==> src/rtl/brq_pkg.sv <==
// Shared constants for the branch resolve queue: delay-slot offset, default
// PHT geometry and the 2-bit saturating counter encodings.
package brq_pkg;

    localparam int          PHT_DEPTH_DEFAULT = 6;
    localparam logic [31:0] DELAY_SLOT_OFFSET = 32'd8;

    typedef enum logic [1:0] {
        CTR_STRONG_NT = 2'b00,
        CTR_WEAK_NT   = 2'b01,
        CTR_WEAK_T    = 2'b10,
        CTR_STRONG_T  = 2'b11
    } pht_ctr_e;

endpackage

==> src/rtl/brq_fifo.sv <==
// Circular buffer with synchronous flush; the head entry is readable
// combinationally so the consumer can act on it in the cycle it pops.
module brq_fifo #(
    parameter int WIDTH = 8,
    parameter int DEPTH = 4
) (
    input  logic             clk,
    input  logic             rst,
    input  logic             wr_en,
    input  logic [WIDTH-1:0] wr_data,
    input  logic             rd_en,
    input  logic             flush,
    output logic [WIDTH-1:0] rd_data,
    output logic             full,
    output logic             empty
);

    localparam int PTR_W = $clog2(DEPTH);
    localparam int CNT_W = PTR_W + 1;

    logic [WIDTH-1:0] mem [DEPTH];
    logic [PTR_W-1:0] head;
    logic [PTR_W-1:0] tail;
    logic [CNT_W-1:0] count;
    logic             rd_fire;
    logic             wr_fire;

    assign full    = (count == CNT_W'(DEPTH));
    assign empty   = (count == '0);
    assign rd_data = mem[head];
    assign rd_fire = rd_en & ~empty;
    // A full buffer still accepts a write when the head slot frees this cycle.
    assign wr_fire = wr_en & (~full | rd_fire);

    // NOTE: sequential state uses non-blocking assignments so every register
    // samples pre-edge values regardless of statement order.
    always_ff @(posedge clk or posedge rst) begin
        if (rst) begin
            head  <= '0;
            tail  <= '0;
            count <= '0;
        end else if (flush) begin
            head  <= '0;
            tail  <= '0;
            count <= '0;
        end else begin
            if (wr_fire) tail <= tail + PTR_W'(1);
            if (rd_fire) head <= head + PTR_W'(1);
            case ({wr_fire, rd_fire})
                2'b10:   count <= count + CNT_W'(1);
                2'b01:   count <= count - CNT_W'(1);
                default: count <= count;
            endcase
        end
    end

    // NOTE: storage has no reset; entries are qualified by count alone, which
    // keeps the array a plain RAM without a reset fan-out.
    always_ff @(posedge clk) begin
        if (wr_fire && !flush) mem[tail] <= wr_data;
    end

endmodule

==> src/rtl/branch_resolve_queue.sv <==
// Tracks in-flight predicted branches from F to M, detects mispredictions at
// resolve, produces recovery PC/GHR and a registered PHT update command.
module branch_resolve_queue
    import brq_pkg::*;
#(
    parameter int PHT_DEPTH = PHT_DEPTH_DEFAULT,
    parameter int QDEPTH    = 4
) (
    input  logic                 clk,
    input  logic                 rst,
    input  logic                 push_valid,
    input  logic [31:0]          push_pc,
    input  logic                 push_pred_take,
    input  logic [PHT_DEPTH-1:0] push_ghr,
    input  logic                 resolve_valid,
    input  logic                 resolve_take,
    input  logic [31:0]          resolve_target,
    input  logic                 flush_all,
    output logic                 full,
    output logic                 empty,
    output logic                 mispredict,
    output logic [31:0]          redirect_pc,
    output logic [PHT_DEPTH-1:0] restore_ghr,
    output logic                 upd_valid,
    output logic [PHT_DEPTH-1:0] upd_index,
    output logic                 upd_take,
    output logic                 overflow_err,
    output logic                 underflow_err
);

    localparam int ENTRY_W = 32 + 1 + PHT_DEPTH;

    logic [ENTRY_W-1:0]   head_entry;
    logic [31:0]          head_pc;
    logic                 head_pred;
    logic [PHT_DEPTH-1:0] head_ghr;
    logic                 pop;
    logic                 kill;
    logic                 push_ok;
    logic                 overflow_now;
    logic                 underflow_now;

    assign {head_pc, head_pred, head_ghr} = head_entry;

    // NOTE: every always_comb output gets a default first so no path can
    // leave it unassigned and infer a latch.
    always_comb begin
        pop           = 1'b0;
        mispredict    = 1'b0;
        kill          = 1'b0;
        push_ok       = 1'b0;
        overflow_now  = 1'b0;
        underflow_now = 1'b0;
        redirect_pc   = head_pc + DELAY_SLOT_OFFSET;
        restore_ghr   = {head_ghr[PHT_DEPTH-2:0], resolve_take};

        pop           = resolve_valid & ~empty;
        underflow_now = resolve_valid & empty;
        mispredict    = pop & (head_pred != resolve_take);
        // A mispredict discards the wrong-path tail along with the popped head.
        kill          = mispredict | flush_all;
        push_ok       = push_valid & ~kill;
        overflow_now  = push_ok & full & ~pop;
        if (resolve_take) redirect_pc = resolve_target;
    end

    brq_fifo #(
        .WIDTH (ENTRY_W),
        .DEPTH (QDEPTH)
    ) u_fifo (
        .clk     (clk),
        .rst     (rst),
        .wr_en   (push_ok),
        .wr_data ({push_pc, push_pred_take, push_ghr}),
        .rd_en   (pop),
        .flush   (kill),
        .rd_data (head_entry),
        .full    (full),
        .empty   (empty)
    );

    always_ff @(posedge clk or posedge rst) begin
        if (rst) begin
            upd_valid     <= 1'b0;
            upd_index     <= '0;
            upd_take      <= 1'b0;
            overflow_err  <= 1'b0;
            underflow_err <= 1'b0;
        end else begin
            upd_valid <= pop;
            if (pop) begin
                upd_index <= head_pc[PHT_DEPTH+1:2] ^ head_ghr;
                upd_take  <= resolve_take;
            end
            if (overflow_now)  overflow_err  <= 1'b1;
            if (underflow_now) underflow_err <= 1'b1;
        end
    end

endmodule

==> config.mk <==
export PLATFORM = sky130hd
export DESIGN_NAME = branch_resolve_queue
export DESIGN_NICKNAME = d
export VERILOG_FILES = /design/src/rtl/brq_pkg.sv /design/src/rtl/brq_fifo.sv /design/src/rtl/branch_resolve_queue.sv
export SDC_FILE = /design/constraint.sdc
export NUM_CORES = 1
export LEC_CHECK = 0
export ABC_CLOCK_PERIOD_IN_PS = 7500
export CAP_MARGIN = 20
export CORE_UTILIZATION = 57
export CTS_CLUSTER_DIAMETER = 30
export DETAILED_ROUTE_END_ITERATION = 6
export PLACE_DENSITY = 0.92
export SKIP_LAST_GASP = 1
export SYNTH_ARGS = -nofsm -noshare
export SYNTH_HDL_FRONTEND = slang
export SYNTH_SLANG_ARGS = --single-unit
==> constraint.sdc <==
create_clock -name clk -period 7.5 [get_ports clk]
set_input_delay 0.75 -clock clk [delete_from_list [all_inputs] [get_ports clk]]
set_output_delay 0.75 -clock clk [all_outputs]
set_load 0.01 [all_outputs]
==> summary.txt, run 1 <==
STA
  – Clock skew: between 0.009 and 0.01 ns
  – Slew headroom: 29.6%
  – Setup Viol. Count Final: 0
  – Worst Tran Pin Value: approximately 1.1 ns
  – Clock period minus worst slack: 4.91 ns
  – RSZ-0062 raised after global routing: false
  – Crit share post-route: 65.5%
  – Max Freq: 204 MHz
  – Setup TNS: 0 ns
  – Max-slew violations: 0
  – Final hold vios: 0

Synthesis
  – Synth Area in Compound Gates: 4.14%
  – Register area share after synthesis: 67.7%
  – Syn avg cell area: 16.7 sq um
  – Cell area after synthesis: 7550 sq um
  – Post-synthesis mux area share: 12.6%
  – Warnings, synthesis: 0
  – Main synth FF type: edfxtp_1
  – Fraction of registers with async set/reset: under 10%
  – Yosys top cell area share: 62.0%
  – Post-synthesis xor/xnor area fraction: 3.02%
  – Post-Synth Simple-Gate Area: under 10%
  – Synth top area cells: edfxtp_1, mux4_2, dfrtp_1
  – Synth area leader: edfxtp_1
  – Post-Syn Instances: 451
  – Seq cells post-synth: 173
  – Synth Area in Adders: 1.09%
  – Post-synth EDFFs: approximately 160
  – Syn nets: about 530
  – Largest family of logic cells by synthesized area: multiplexers
  – Distinct cell type count after synthesis: 45

Critical path
  – CP required: 6.75 ns
  – Crit path buf inv count: 2
  – Cell Chain, Critical Path: buf_4, mux4_2, ha_1, and4_1, nand4_2, or3_1, a31oi_1, clkdlybuf4s50_1
  – Max Fanout on Critical Path: 22
  – Slowest stage cell, crit path: dfrtp_2
  – Worst Setup Start Kind: flop
  – CP arrival: between 4 and 5 ns
  – Critical path's top delay family: simple AND/OR/NAND/NOR gates
  – Crit end category: output pin
  – CP max stage delay: 0.85 ns
  – Critical path type: flop to output pin

Drt
  – Routed wire length per instance: ~22 microns
  – Post-route ant nets: 0
  – Iter 0 DRT Violations: ~370
  – Via/cell ratio: 6.15
  – 1st-pass router iterations: 5
  – DRT Wirelength: 16900 microns
  – Vias: 4694
  – Drc violations: 0

Clock tree
  – Clk_lat worst skew: 0.43 ns
  – CTS Buf Count: 17
  – Post-CTS setup repair buffer count: 0
  – Root buffer cell: clkbuf_16
  – H-Tree Depth: 4
  – Hold_buf cts: 0
  – CTS resizes: 0
  – Longest Clk Path Bufs: 2
  – Clock Sinks: between 150 and 200
  – Clk slew on worst S/H paths: 0.06 ns
  – TritonCTS clock tree: built

Final layout
  – Commonest cells after routing, fill and taps aside: edfxtp_1, clkdlybuf4s50_1, nand2_1, o21ai_0, mux4_2
  – Finished Core Util: 74.1%
  – Layout cell share with drive strength beyond 1: 12.0%
  – Fillers: between 700 and 800
  – Layout Cells excl Fill: 763
  – Fin nets: 660
  – Post-route cell area: 9460 sq um
  – Most common cell after layout, fill and taps aside: edfxtp_1
  – Area Growth Syn to Fin: 25.4%

Floorplanning
  – Die width: around 120 microns
  – Core ar.: 12800 sq um
  – Die Ht: 117 microns
  – Die footprint: 13700 sq um
  – Std cell rows: 41
  – Io pins: 128
  – Starting density of the core: about 59%

Place
  – Placed Instances: 730
  – Placement Cell Area: 8880 sq um
  – HPWL Detailed: 10600 microns
  – Port bufs: approximately 130
  – GP Congestion: between 0.8 and 0.9

Flow run
  – MaxCap Viol Count: 0

Power and ir drop
  – Pwr per Cell Area: roughly 300 nW/um^2
  – Leakage power: about 3.2 nW
  – Worst ir drop on vdd: 0.000201 V

Global routing
  – Grt ovf: 0
  – GRT Util Overall: around a quarter
  – Vias in the first global route: 4507
  – Initial antenna violation count: 1
  – First-pass GRT wire length: ~25000 microns
  – Largest net degree at the start of global routing: around 40

Worst hold path
  – Class of the worst hold path: flop to flop

Run status
  – Status: completed
-- registers in the layout (all words and copies together), names as in the netlist, 2 cells and up --
signal	cells
u_fifo.count	3
u_fifo.head	2
upd_index	6
u_fifo.tail	2
u_fifo.mem	156
-- final timing paths --
check	endpoint	startpoint	cells past startpoint	slack, ns
setup / recovery	redirect_pc[25]	u_fifo.head[0]$_DFFE_PP0P_	8	2.59
hold / removal	underflow_err$_DFFE_PP0P_	underflow_err$_DFFE_PP0P_	1	0.47
setup reg to reg	u_fifo.mem[3][5]$_DFFE_PP_	u_fifo.head[0]$_DFFE_PP0P_	5	4.12
hold reg to reg	underflow_err$_DFFE_PP0P_	underflow_err$_DFFE_PP0P_	1	0.47
max in group asynchronous	u_fifo.head[0]$_DFFE_PP0P_	rst	2	6.30
min in group asynchronous	upd_index[5]$_DFFE_PP0P_	rst	2	0.72
-- cell usage after synthesis (2+ instances only) --
master    number
and3_1         8
mux4_1        12
nand4_1       10
inv_1          9
a31oi_1       13
nor2_1        24
clkbuf_1       8
nand4_2        2
buf_12         2
ha_1           5
buf_2          3
buf_6          5
o21ai_0       29
or3_1          8
mux4_2        27
o31ai_1        6
xnor2_1       12
and2_1         2
nand2_1       38
and4_1         6
dfrtp_1       17
a21o_1         2
or4_1          5
edfxtp_1     156
buf_4          2
xor2_1        14
nor2b_1        2
mux2i_1        2
and4_4         2
nand3_1        5
-- per-layer routing --
layer	GRT usage, %	part of all wire, %	vias up
li1	-	-	2051
met1	31.1	38	2336
met2	43.8	52	256
met3	7.26	6.8	49
met4	11.8	3.3	2
met5	0	0.077	-
-- cell type report --
type / instances / area [sq um] / area share (%)
Tap cell: 172 / 215 / 2.27
Inverter: 9 / 33.8 / 0.357
Antenna cell: 1 / 2.50 / 0.0264
Multi-Input combinational cell: 246 / 2230 / 23.5
Clock inverter: 8 / 118 / 1.24
Timing Repair Buffer: 130 / 1290 / 13.7
Sequential cell: 173 / 5110 / 54.0
Clock buffer: 24 / 462 / 4.88
-- kinds of logic (layout without fill, tap and decap cells) --
logic type | Yosys count | after routing
flops | 173 | 173
simple gates | 118 | 118
compound gates | 54 | 54
mux | 42 | 42
buf+inv | 32 | 171
xor+xnor | 26 | 26
fa+ha+maj | 6 | 6
other cells | 0 | 1
-- stage by stage --
stage,setup WS (ns),hold WS (ns),power (mW)
floorplan,4.35,0.493,1.65
detailed placement,3.02,0.461,1.93
CTS,2.55,0.474,2.80
finish,2.59,0.465,2.79
global route,2.33,0.493,2.89
global placement,3.14,0.441,1.90
-- report_power, final --
part,internal (mW),switching (mW),leakage (nW)
registers,1.14,0.0679,1.63
logic,0.367,0.355,1.24
clock network,0.530,0.336,0.282
-- worst reg2reg max path, delay by kind of cell (launching register included) --
family	cells	cell delay (ns)
and+or+nand+nor	3	1.28
DFF	1	0.85
muxes	1	0.62
xor gates and xnor gates	1	0.22
Power figures use the tool's default switching activity.
==> inputs of run 2 (changes only) <==
- ABC_CLOCK_PERIOD_IN_PS: 7500 -> 5050
- CORE_UTILIZATION: 57 -> 53
- PLACE_DENSITY: 0.92 -> 0.87
- clock period: 7.5 -> 5.05 ns (I/O delays scaled with it)
==> run 2 against run 1 <==
  * Global-route usage is 1.9 points lower
  * Sequential share of layout area is 0.26 points lower
  * First-iteration DRC count is 45% higher
  * Clock-buffer cell count is 5 lower
  * Critical path depth is 1 lower
  * Critical path type unchanged
  * Largest cell class unchanged
==> summary.txt, run 2 (synthesis gave the netlist of run 1 again) <==
Final layout
  – Multi-input logic area: 2230 sq um (unchanged)
  – FF/Latch Area: 5110 sq um (about the same)
  – Most common cell after layout, fill and taps aside: edfxtp_1 (unchanged)
  – N_diodes: 0 (was 1)
  – Largest Register: u_fifo.mem (unchanged)
  – Commonest cells after routing, fill and taps aside: edfxtp_1, clkdlybuf4s50_1, nand2_1, o21ai_0, mux4_2 (unchanged)
  – Layout cell share with drive strength beyond 1: 12.2% (was 12.0%)
  – Finished Core Util: 68.5% (was 74.1%)
  – Top flop regs: u_fifo.mem: 156 flops, upd_index: 6 flops, u_fifo.count: 3 flops (unchanged)
  – Fillers: 900 (was 711)
  – Fin nets: 662 (was 660)
  – Area Growth Syn to Fin: 25.9% (was 25.4%)
  – Largest register FFs: 156 (unchanged)

Drt
  – Via/cell ratio: 6.04 (was 6.15)
  – Drc violations: 0 (unchanged)
  – Vias: 4654 (was 4694)
  – Routed wire length per instance: 21.7 microns (was 22.2 microns)
  – Post-route ant nets: 0 (unchanged)
  – Iter 0 DRT Violations: 544 (was 374)
  – DRT Wirelength: 16700 microns (was 16900 microns)
  – 1st-pass router iterations: 5 (unchanged)

Clock tree
  – Hold_buf cts: 0 (unchanged)
  – H-Tree Depth: 4 (unchanged)
  – Clk slew on worst S/H paths: 0.06 ns (about the same)
  – Root buffer cell: clkbuf_16 (unchanged)
  – TritonCTS clock tree: built (unchanged)
  – Clock Sinks: 173 (unchanged)
  – Post-CTS setup repair buffer count: 0 (unchanged)
  – Clk_lat worst skew: 0.42 ns (was 0.43 ns)
  – CTS Buf Count: 17 (unchanged)
  – Longest Clk Path Bufs: 2 (unchanged)
  – CTS resizes: 0 (unchanged)

Run status
  – Status: completed (unchanged)

Floorplanning
  – Die footprint: 14700 sq um (was 13700 sq um)
  – Die Ht: 121 microns (was 117 microns)
  – Starting density of the core: 54.4% (was 59.1%)
  – Std cell rows: 43 (was 41)
  – Io pins: 128 (unchanged)
  – Core ar.: 13900 sq um (was 12800 sq um)
  – Die width: 121 microns (was 117 microns)

Critical path
  – CP max stage delay: 0.83 ns (was 0.85 ns)
  – Max Fanout on Critical Path: 23 (was 22)
  – Cell Chain, Critical Path: buf_4, mux4_1, and4_1, nand4_1, o21ai_0, a31oi_1, clkdlybuf4s50_1 (was buf_4, mux4_2, ha_1, and4_1, nand4_2, or3_1, a31oi_1, clkdlybuf4s50_1)
  – CP arrival: 3.83 ns (was 4.16 ns)
  – Worst Setup Start Kind: flop (unchanged)
  – Crit path buf inv count: 2 (unchanged)
  – Critical path's top delay family: buffers and inverters (was simple AND/OR/NAND/NOR gates)
  – Slowest stage cell, crit path: dfrtp_2 (unchanged)
  – Crit end category: output pin (unchanged)
  – CP required: 4.55 ns (was 6.75 ns)
  – Critical path type: flop to output pin (unchanged)

Global routing
  – Largest net degree at the start of global routing: 40 (was 41)
  – Vias in the first global route: 4632 (was 4507)
  – Grt ovf: 0 (unchanged)
  – First-pass GRT wire length: 25300 microns (was 24600 microns)
  – GRT Util Overall: 23.9% (was 25.9%)
  – Initial antenna violation count: 0 (was 1)

STA
  – Worst Tran Pin Value: 1.06 ns (about the same)
  – Clock period minus worst slack: 4.34 ns
  – Setup TNS: 0 ns (unchanged)
  – Setup Viol. Count Final: 0 (unchanged)
  – Slew headroom: 29.3% (was 29.6%)
  – Crit share post-route: 85.8%
  – Max-slew violations: 0 (unchanged)
  – Clock skew: 0.00862 ns (was 0.00929 ns)
  – Final hold vios: 0 (unchanged)
  – RSZ-0062 raised after global routing: false (unchanged)
  – Max Freq: ~230 MHz

Power and ir drop
  – Pwr per Cell Area: 440 nW/um^2 (was 295 nW/um^2)
  – Leakage power: 3.17 nW (was 3.15 nW)
  – Worst ir drop on vdd: 0.000379 V (was 0.000201 V)

Place
  – HPWL Detailed: 10600 microns (about the same)
  – Port bufs: 127 (unchanged)
  – GP Congestion: 0.942 (was 0.870)

Flow run
  – MaxCap Viol Count: 0 (unchanged)

Worst hold path
  – Class of the worst hold path: flop to flop (unchanged)
run 2: worst paths after layout:
kind | to | cells after the start | startpoint | slack [ns]
max reg2reg | u_fifo.mem[1][12]$_DFFE_PP_ | 6 | u_fifo.head[0]$_DFFE_PP0P_ | 1.27
max in group asynchronous | u_fifo.head[0]$_DFFE_PP0P_ | 2 | rst | 4.04
min in group asynchronous | upd_index[2]$_DFFE_PP0P_ | 2 | rst | 0.51
min | underflow_err$_DFFE_PP0P_ | 1 | underflow_err$_DFFE_PP0P_ | 0.46
min reg2reg | underflow_err$_DFFE_PP0P_ | 1 | underflow_err$_DFFE_PP0P_ | 0.46
max | redirect_pc[29] | 7 | u_fifo.head[0]$_DFFE_PP0P_ | 0.71
run 2: through the flow:
stage / hold slack [ns] / cells / total power [mW] / cell area (sq um) / setup slack, ns
2_1_floorplan: 0.431 / 451 / 2.45 / 7550 / 1.90
3_3_place_gp: 0.440 / 740 / 2.83 / 8910 / 1.18
3_5_place_dp: 0.452 / 740 / 2.87 / 8910 / 1.19
4_1_cts: 0.465 / 770 / 4.20 / 9510 / 0.715
5_1_grt: 0.483 / 770 / 4.34 / 9510 / 0.479
6_report: 0.457 / 770 / 4.18 / 9510 / 0.715
run 2: where the power goes:
group	leakage, nW	total, mW	internal, mW	switching, mW
Sequential	1.63	1.77	1.69	0.0846
Combinational	1.25	1.08	0.546	0.535
Clock	0.285	1.33	0.821	0.508
Total	3.17	4.18	3.06	1.13
run 2: layout make-up:
cell class / instances / area share [%]
Clock buffer: 19 / 4.55
Sequential cell: 173 / 53.8
Tap cell: 180 / 2.37
Clock inverter: 11 / 1.78
Inverter: 9 / 0.355
Multi-Input combinational cell: 246 / 23.4
Timing Repair Buffer: 132 / 13.8
run 2: layer usage:
| layer | part of all wire, % | vias to the layer above | track usage [%] |
|---|---|---|---|
| met5 | 0 | - | 0 |
| met4 | 2.4 | 0 | 10.3 |
| met3 | 6.8 | 50 | 5.64 |
| met2 | 52 | 239 | 39.5 |
| met1 | 39 | 2313 | 30.3 |
| li1 | - | 2052 | - |
